[src/rtl/pipelined_barrel_shifter.sv]
// Pipelined rotate/shift unit: stage k applies a 2^k shift when shamt bit k is set.
// Valid/ready on both sides; each stage advances when empty or when its successor advances.
module pipelined_barrel_shifter #(
  parameter int unsigned WIDTH = 32,
  localparam int unsigned SHAMT_W = $clog2(WIDTH)
) (
  input  logic               clk,
  input  logic               rst,
  input  logic               in_valid,
  output logic               in_ready,
  input  logic [WIDTH-1:0]   in_data,
  input  logic [SHAMT_W-1:0] in_shamt,
  input  logic [1:0]         in_op,
  output logic               out_valid,
  input  logic               out_ready,
  output logic [WIDTH-1:0]   out_data
);

  localparam logic [1:0] OpRor = 2'b00;
  localparam logic [1:0] OpRol = 2'b01;
  localparam logic [1:0] OpSrl = 2'b10;

  function automatic logic [WIDTH-1:0] shift_stage(input logic [WIDTH-1:0] d,
                                                   input logic [1:0]       op,
                                                   input int unsigned      stage);
    int unsigned      amt;
    logic [WIDTH-1:0] r;
    amt = 32'd1 << stage;
    case (op)
      OpRor:   r = (d >> amt) | (d << (WIDTH - amt));
      OpRol:   r = (d << amt) | (d >> (WIDTH - amt));
      OpSrl:   r = d >> amt;
      default: r = $unsigned($signed(d) >>> amt);
    endcase
    return r;
  endfunction

  logic [SHAMT_W-1:0] valid_q, valid_d, load, src_valid;
  logic [WIDTH-1:0]   data_q  [SHAMT_W];
  logic [WIDTH-1:0]   data_d  [SHAMT_W];
  logic [WIDTH-1:0]   src_data[SHAMT_W];
  logic [SHAMT_W-1:0] shamt_q  [SHAMT_W];
  logic [SHAMT_W-1:0] shamt_d  [SHAMT_W];
  logic [SHAMT_W-1:0] src_shamt[SHAMT_W];
  logic [1:0]         op_q  [SHAMT_W];
  logic [1:0]         op_d  [SHAMT_W];
  logic [1:0]         src_op[SHAMT_W];
  logic               rdy_en_q;

  // Stage k may load unless it and every stage after it is full and the output is stalled.
  always_comb begin : advance
    logic all_full;
    all_full = 1'b1;
    load     = '0;
    for (int k = SHAMT_W - 1; k >= 0; k--) begin
      all_full = all_full & valid_q[k];
      load[k]  = out_ready | ~all_full;
    end
  end

  assign in_ready = rdy_en_q & load[0];

  always_comb begin
    src_valid    = '0;
    src_valid[0] = in_valid & in_ready;
    src_data[0]  = in_data;
    src_shamt[0] = in_shamt;
    src_op[0]    = in_op;
    for (int k = 1; k < SHAMT_W; k++) begin
      src_valid[k] = valid_q[k-1];
      src_data[k]  = data_q[k-1];
      src_shamt[k] = shamt_q[k-1];
      src_op[k]    = op_q[k-1];
    end
  end

  always_comb begin
    valid_d = valid_q;
    for (int k = 0; k < SHAMT_W; k++) begin
      data_d[k]  = data_q[k];
      shamt_d[k] = shamt_q[k];
      op_d[k]    = op_q[k];
      if (load[k]) begin
        valid_d[k] = src_valid[k];
        data_d[k]  = src_shamt[k][k] ? shift_stage(src_data[k], src_op[k], k) : src_data[k];
        shamt_d[k] = src_shamt[k];
        op_d[k]    = src_op[k];
      end
    end
  end

  always_ff @(posedge clk or posedge rst) begin
    if (rst) begin
      rdy_en_q <= 1'b0;
      valid_q  <= '0;
      for (int k = 0; k < SHAMT_W; k++) begin
        data_q[k]  <= '0;
        shamt_q[k] <= '0;
        op_q[k]    <= '0;
      end
    end else begin
      rdy_en_q <= 1'b1;
      valid_q  <= valid_d;
      for (int k = 0; k < SHAMT_W; k++) begin
        data_q[k]  <= data_d[k];
        shamt_q[k] <= shamt_d[k];
        op_q[k]    <= op_d[k];
      end
    end
  end

  assign out_valid = valid_q[SHAMT_W-1];
  assign out_data  = data_q[SHAMT_W-1];

  // The last stage's shamt/op are carried for uniformity but have no consumer.
  logic unused_tail;
  assign unused_tail = ^{shamt_q[SHAMT_W-1], op_q[SHAMT_W-1]};

endmodule

[config.mk]
export PLATFORM = sky130hd
export DESIGN_NAME = pipelined_barrel_shifter
export DESIGN_NICKNAME = d
export VERILOG_FILES = /design/src/rtl/pipelined_barrel_shifter.sv
export SDC_FILE = /design/constraint.sdc
export NUM_CORES = 1
export LEC_CHECK = 0
export CAP_MARGIN = 20
export CORE_MARGIN = 8
export CORE_UTILIZATION = 55
export CTS_BUF_LIST = sky130_fd_sc_hd__clkbuf_4 sky130_fd_sc_hd__clkbuf_8
export CTS_CLUSTER_DIAMETER = 120
export DETAILED_ROUTE_END_ITERATION = 8
export GPL_ROUTABILITY_DRIVEN = 0
export HOLD_SLACK_MARGIN = 0.06
export PLACE_DENSITY = 0.82
export SETUP_SLACK_MARGIN = 0.02
export SLEW_MARGIN = 20
export SYNTH_ARGS = -nofsm -noshare
export SYNTH_HDL_FRONTEND = slang
export SYNTH_SLANG_ARGS = --single-unit
[constraint.sdc]
create_clock -name clk -period 7.25 [get_ports clk]
set_input_delay 2.175 -clock clk [delete_from_list [all_inputs] [get_ports clk]]
set_output_delay 2.175 -clock clk [all_outputs]
set_load 0.005 [all_outputs]
# Word level (Yosys, flattened, before mapping)
# Index checks and enable logic that the tools add are counted.
# op_classes
n_eq_ne	10
mux	10
bitwise	25
n_reduce_logical	6
# ops
op	count
case mux 32 bit (3 select lines)	4
2-to-1 mux 32 bit	5
case mux 32 bit (2 select lines)	1
OR 24 x 32 -> 32 bit	1
OR 28 x 32 -> 32 bit	1
OR 30 x 32 -> 32 bit	1
OR 31 x 32 -> 32 bit	1
OR 32 x 1 -> 32 bit	1
OR 32 x 16 -> 32 bit	1
OR 32 x 2 -> 32 bit	1
OR 32 x 4 -> 32 bit	1
OR 32 x 8 -> 32 bit	1
equality test 2 x 1 -> 1 bit (second input constant)	5
equality test 2 bit (second input constant)	5
logical NOT 2 bit	5
bitwise AND 1 bit	6
NOT 1 bit	5
OR 1 bit	5
OR reduction 2 bit	1
# totals
regBits	194
word_cells	70

# Depth between registers and ports, before layout
# Gate-level depths: netlist of the first run.
# logic_depth
depth_word	8
mapped_depth	6
ltp_nobuf	3

# Least setup slack after synthesis of the first run
# No wires, ideal clock.
# synth_path
path_kind	input -> output
startpoint	in out_ready
endpoint	out in_ready
arrival_time_ns	2.869
setup_slack_ns	2.206
stages	4
path_cell_list	nand4b_2 -> nor2_2 -> buf_6 -> nor2b_1
# synth_between
elab_chain_len	2
# synth_rtl
element	line	text
start: declaration	15	input logic out_ready,
OR 1 bit	57	load[k] = out_ready | ~all_full;
bitwise AND 1 bit	61	assign in_ready = rdy_en_q & load[0];
end: declaration	10	output logic in_ready,
# No other way between the ends.

# Worst setup path in the final report of the first run
# Ends and elaborated chain as after synthesis.

==> results.cfg, run 1 <==
[timing]
layout_setup_ws_ns = 1.402
finalClockSkew_ns = 0.02134
hold_slack_ns = 0.4722
min_period_ns = 5.848
finalHoldViolations = 0
worst_pin_slew_ns = 1.059
fmax_ghz = 0.1710
slew_viol_final = 0
min_period_over_period = 0.8066
setup_tns_ns = 0
setup_viol = 0
relSlewSlack = 0.2940
rsz0062_at_grt = no

[synth]
syn_area_per_cell_sq_um = 9.497
synth_top_area_cell = dfrtp_1
synth-main-ff-cell = dfrtp_1
synth_top_area_frac = 0.4360
synth_edf_count = 0
synth_most_common_cell = dfrtp_1
async_flop_share = 1.000
synth_commonest_cells = dfrtp_1, o21ai_0, and3b_1
synth_warnings = 0
syn_inst = 1112
ys_seq_area_frac = 0.4360
syn_area_sq_um = 10560
synth_nets = 1155
synth-seq-cells = 184
synth.distinct_cells = 38
synth_area_leaders = dfrtp_1, and3b_1, a211oi_1

[critical_path]
ff2ff_path_depth = 3
path_max_fanout = 5
critPathLaunchType = primary input
worst_ep_arrival_time_ns = 3.67
cp.required_ns = 5.08
crit_path_end_kind = output pin
reg2reg_slack_ns = 4.62
r2r_end = data_q[68]$_DFFE_PP0P_
r2r-start = op_q[6]$_DFFE_PP0P_
criticalPathCategory = primary input to output pin

[grt]
grt_start_max_net_pins = 110
grt.total_usage = 0.2061
grt_pass1_vias = 8023
overflow = 0
grt_pass1_wl_um = 41180
antenna_found_initial = 0

[drt]
firstDrtPassIters = 4
vias = 8436
drc = 0
wirelength_um = 24650
via_per_inst = 6.401
drt_iter0_markers = 752
detail-route-antenna-nets = 0
post_drt_wl_per_cell_um = 18.70

[floorplan]
ios = 77
die_x_um = 154.6
num_rows = 50
die_area_sq_um = 23890
coreArea_sq_um = 18770
die_h_um = 154.6
start_util = 0.5627

[place]
placed_cell_area_sq_um = 10940
placed_cells = 1285
portBuffers = 76
place_hpwl_um = 16420
dpl_worst_slack_ns = 1.364

[clock_network]
cts_resized = 0
clock_latency_ns = 0.46
ctsHoldBuffers = 0
cts_inserted_buffers = 17
ctsHtreeMaxLevel = 4
clkTransAtPathRegs_ns = 0.08
cts.path.max_buffers = 2
clock_sinks = 184
cts_setup_buffers = 0
cts_root_buf = clkbuf_8
cts_tree = yes

[cells_and_area]
multi_input_area_sq_um = 5172
drive_gt1_frac = 0.07565
seq_area_sq_um = 4606
fin_util = 0.6037
antennaDiodeCount = 0
fin_nets = 1114
nFillCells = 1607
design_area_sq_um = 11330
area_delta_synth_final_pct = 7.299
fin_cells = 1318

[worst_hold_path]
worst_hold_path.endpoint = valid_q[0]$_DFFE_PP0P_
hold_path_startpoint = rdy_en_q$_DFF_PP0_
hold_class = flip-flop to flip-flop
whs_path_depth = 1

[power_and_ir_drop]
powerDensity_nw_per_um2 = 220.9
p_leak_nw = 4.827
p_total_mw = 2.503
irDropWorstVdd_uv = 125.6

[run]
max_cap_viol_count = 0

[status]
status = finished, final reports clean
how the worst max path moves through the flow:
stage	start	endpoint	slack, ns
finish	out_ready	in_ready	1.40
floorplan	rst	data_q[100]$_DFFE_PP0P_	0.07
global route	out_ready	in_ready	1.32
CTS	out_ready	in_ready	1.38
detailed placement	out_ready	in_ready	1.36
global placement	out_ready	in_ready	1.38
layer usage:
metal  vias up  global-route usage  share of wire
met5         -                   0              0
met4         0             0.06533          0.021
met3        40             0.04347          0.053
met2       268              0.3340           0.48
met1      4112              0.2720           0.44
li1       4016                   -              -
registers in the layout (all words and copies together), names as in the netlist:
register and cells:
op_q 8, data_q 128, shamt_q 10, valid_q 5, rdy_en_q 1, out_data 32
power by group:
| group | total, mW | internal, mW | switching [mW] |
|---|---|---|---|
| sequential | 1.34 | 1.18 | 0.165 |
| clock | 0.666 | 0.289 | 0.377 |
| combinational | 0.497 | 0.268 | 0.228 |
| total | 2.50 | 1.73 | 0.770 |
layout by cell type (no fill, tap or decap), types with 12 or more instances in the layout:
cell and count:
mux2i_1 31, clkdlybuf4s50_1 76, o211a_1 12, o21ai_1 18, a211oi_1 113, mux2_2 13, nand2b_1 20, a21o_1 17
and3b_1 113, o22ai_1 31, o21ai_0 127, a311oi_1 16, o31ai_1 19, nand2_1 99, nand3_1 34, clkbuf_8 18
nor2_1 47, o2bb2ai_1 31, dfrtp_1 183
cell type report:
class	instances	area share
multi-input cells	773	0.4565
flip-flops and latches	184	0.4065
repair buffers	88	0.07542
well taps	234	0.02584
clock buffers	19	0.02253
clock inverters	13	0.01049
inverters	7	0.002761
worst max-delay path, cell delays in order:
cell and delay [ns]:
clkdlybuf4s50_1 0.50, nand4b_2 0.31, nor2_2 0.16, nor2b_1 0.06, clkdlybuf4s50_1 0.46
cell families (layout without fill, tap and decap cells):
kind of cell           after synthesis  in the layout  synth area share
muxes                               44             44           0.04325
buffers and inverters              155            127           0.07571
and+or+nand+nor                    326            326            0.1832
AOI/OAI and AO/OA                  402            402            0.2615
DFF                                184            184            0.4360
other                                1              1         0.0003551
(Power assumes the default switching activity.)
==> inputs of run 2 (changes only) <==
Settings changed: PLACE_DENSITY 0.82 to 0.79.
Clock period 7.25 ns to 5.83 ns, I/O delays scaled along.
==> results.cfg, run 2 (synthesized netlist as in run 1, its figures left out) <==
[timing]
finalHoldViolations = 0
min_period_over_period = 0.8519
rsz0062_at_grt = no
setup_viol = 0
hold_slack_ns = 0.4754
worst_pin_slew_ns = 1.098
min_period_ns = 4.967
fmax_ghz = 0.2013
slew_viol_final = 0
relSlewSlack = 0.2680
finalClockSkew_ns = 0.01436
setup_tns_ns = 0

[clock_network]
cts_setup_buffers = 0
clkTransAtPathRegs_ns = 0.10
ctsHtreeMaxLevel = 4
cts_inserted_buffers = 17
clock_sinks = 184
clock_latency_ns = 0.48
ctsHoldBuffers = 0
cts_resized = 0
cts.path.max_buffers = 2
cts_root_buf = clkbuf_8
cts_tree = yes

[floorplan]
start_util = 0.5627
die_area_sq_um = 23890
ios = 77
num_rows = 50
die_h_um = 154.6
die_x_um = 154.6
coreArea_sq_um = 18770

[drt]
via_per_inst = 6.428
vias = 8523
drt_iter0_markers = 749
detail-route-antenna-nets = 0
drc = 0
post_drt_wl_per_cell_um = 19.47
wirelength_um = 25820
firstDrtPassIters = 5

[cells_and_area]
antennaDiodeCount = 0
area_delta_synth_final_pct = 8.199
largest_reg_flops = 128
nFillCells = 1600
regMostFlops = data_q
design_area_sq_um = 11430
multi_input_area_sq_um = 5166
final_cell_mix = dfrtp_1, o21ai_0, and3b_1, a211oi_1, nand2_1
final_common_cell = dfrtp_1
fin_util = 0.6088
drive_gt1_frac = 0.07967
seq_area_sq_um = 4606
fin_nets = 1122

[run]
max_cap_viol_count = 0

[grt]
antenna_found_initial = 0
grt_pass1_wl_um = 42750
grt_start_max_net_pins = 185
overflow = 0
grt_pass1_vias = 8083
grt.total_usage = 0.2162

[power_and_ir_drop]
irDropWorstVdd_uv = 152.7
powerDensity_nw_per_um2 = 279.0
p_leak_nw = 4.868

[critical_path]
worst_ep_arrival_time_ns = 3.22
critPathLaunchType = primary input
cp.required_ns = 4.08
path_max_fanout = 5
criticalPathCategory = primary input to output pin
crit_path_end_kind = output pin

[place]
place_hpwl_um = 16840
portBuffers = 76
placed_cell_area_sq_um = 11020

[worst_hold_path]
hold_class = flip-flop to flip-flop

[status]
status = finished, final reports clean
## run 2: path summary, 6_finish.rpt
check                                        startpoint                 endpoint  slack, ns  cells past startpoint
worst max-delay path                          out_ready                 in_ready       0.86                      5
worst min-delay path            shamt_q[19]$_DFFE_PP0P_  shamt_q[14]$_DFFE_PP0P_       0.48                      2
worst max register to register      op_q[6]$_DFFE_PP0P_   data_q[87]$_DFFE_PP0P_       3.22                      3
worst min register to register  shamt_q[19]$_DFFE_PP0P_  shamt_q[14]$_DFFE_PP0P_       0.48                      2
max in group asynchronous                           rst   data_q[40]$_DFFE_PP0P_       3.15                      3
min in group asynchronous                           rst  out_data[7]$_DFFE_PP0P_       1.82                      3
## run 2: routing by layer
| layer | part of all wire | routed length [um] | track usage | vias up |
|---|---|---|---|---|
| li1 | - | - | - | 4042 |
| met1 | 0.44 | 11360 | 0.2912 | 4148 |
| met2 | 0.49 | 12630 | 0.3507 | 292 |
| met3 | 0.048 | 1242 | 0.03121 | 41 |
| met4 | 0.023 | 582 | 0.07606 | 0 |
| met5 | 0 | 0 | 0 | - |
## run 2: cell type report
type                       instances  area share
sequential                       184      0.4031
clock buffer                      17     0.02048
timing repair buffer              96     0.08147
tap                              234     0.02562
inverter                           7    0.002628
multi-input combinational        773      0.4521
clock inverter                    15     0.01456
## run 2: power breakdown
group	switching, mW	internal (mW)	total (mW)
registers	0.200	1.46	1.66
logic	0.304	0.338	0.642
clock network	0.494	0.390	0.884
total	0.998	2.19	3.19
## run 2: stage by stage
step / worst slack [ns] / cells / power, mW
global placement: 0.8416 / 1293 / 2.305
detailed placement: 0.8550 / 1294 / 2.331
finish: 0.8634 / 1326 / 3.187
CTS: 0.8431 / 1326 / 3.202
floorplan: 1.638 / 1112 / 2.096
global route: 0.7992 / 1326 / 3.343
## run 2: worst max-delay path, stage by stage
cell             delay (ns)
clkdlybuf4s50_1        0.57
nand4b_2               0.20
nor2_2                 0.06
nor2b_1                0.12
clkdlybuf4s50_1        0.51
==> inputs of run 3 (changes only) <==
Settings changed: CTS_CLUSTER_DIAMETER 120 to not set, HOLD_SLACK_MARGIN 0.06 to 0.08.
==> results of run 3 <==
Same layout as run 2: the final DEF is identical, and so are final timing and power.
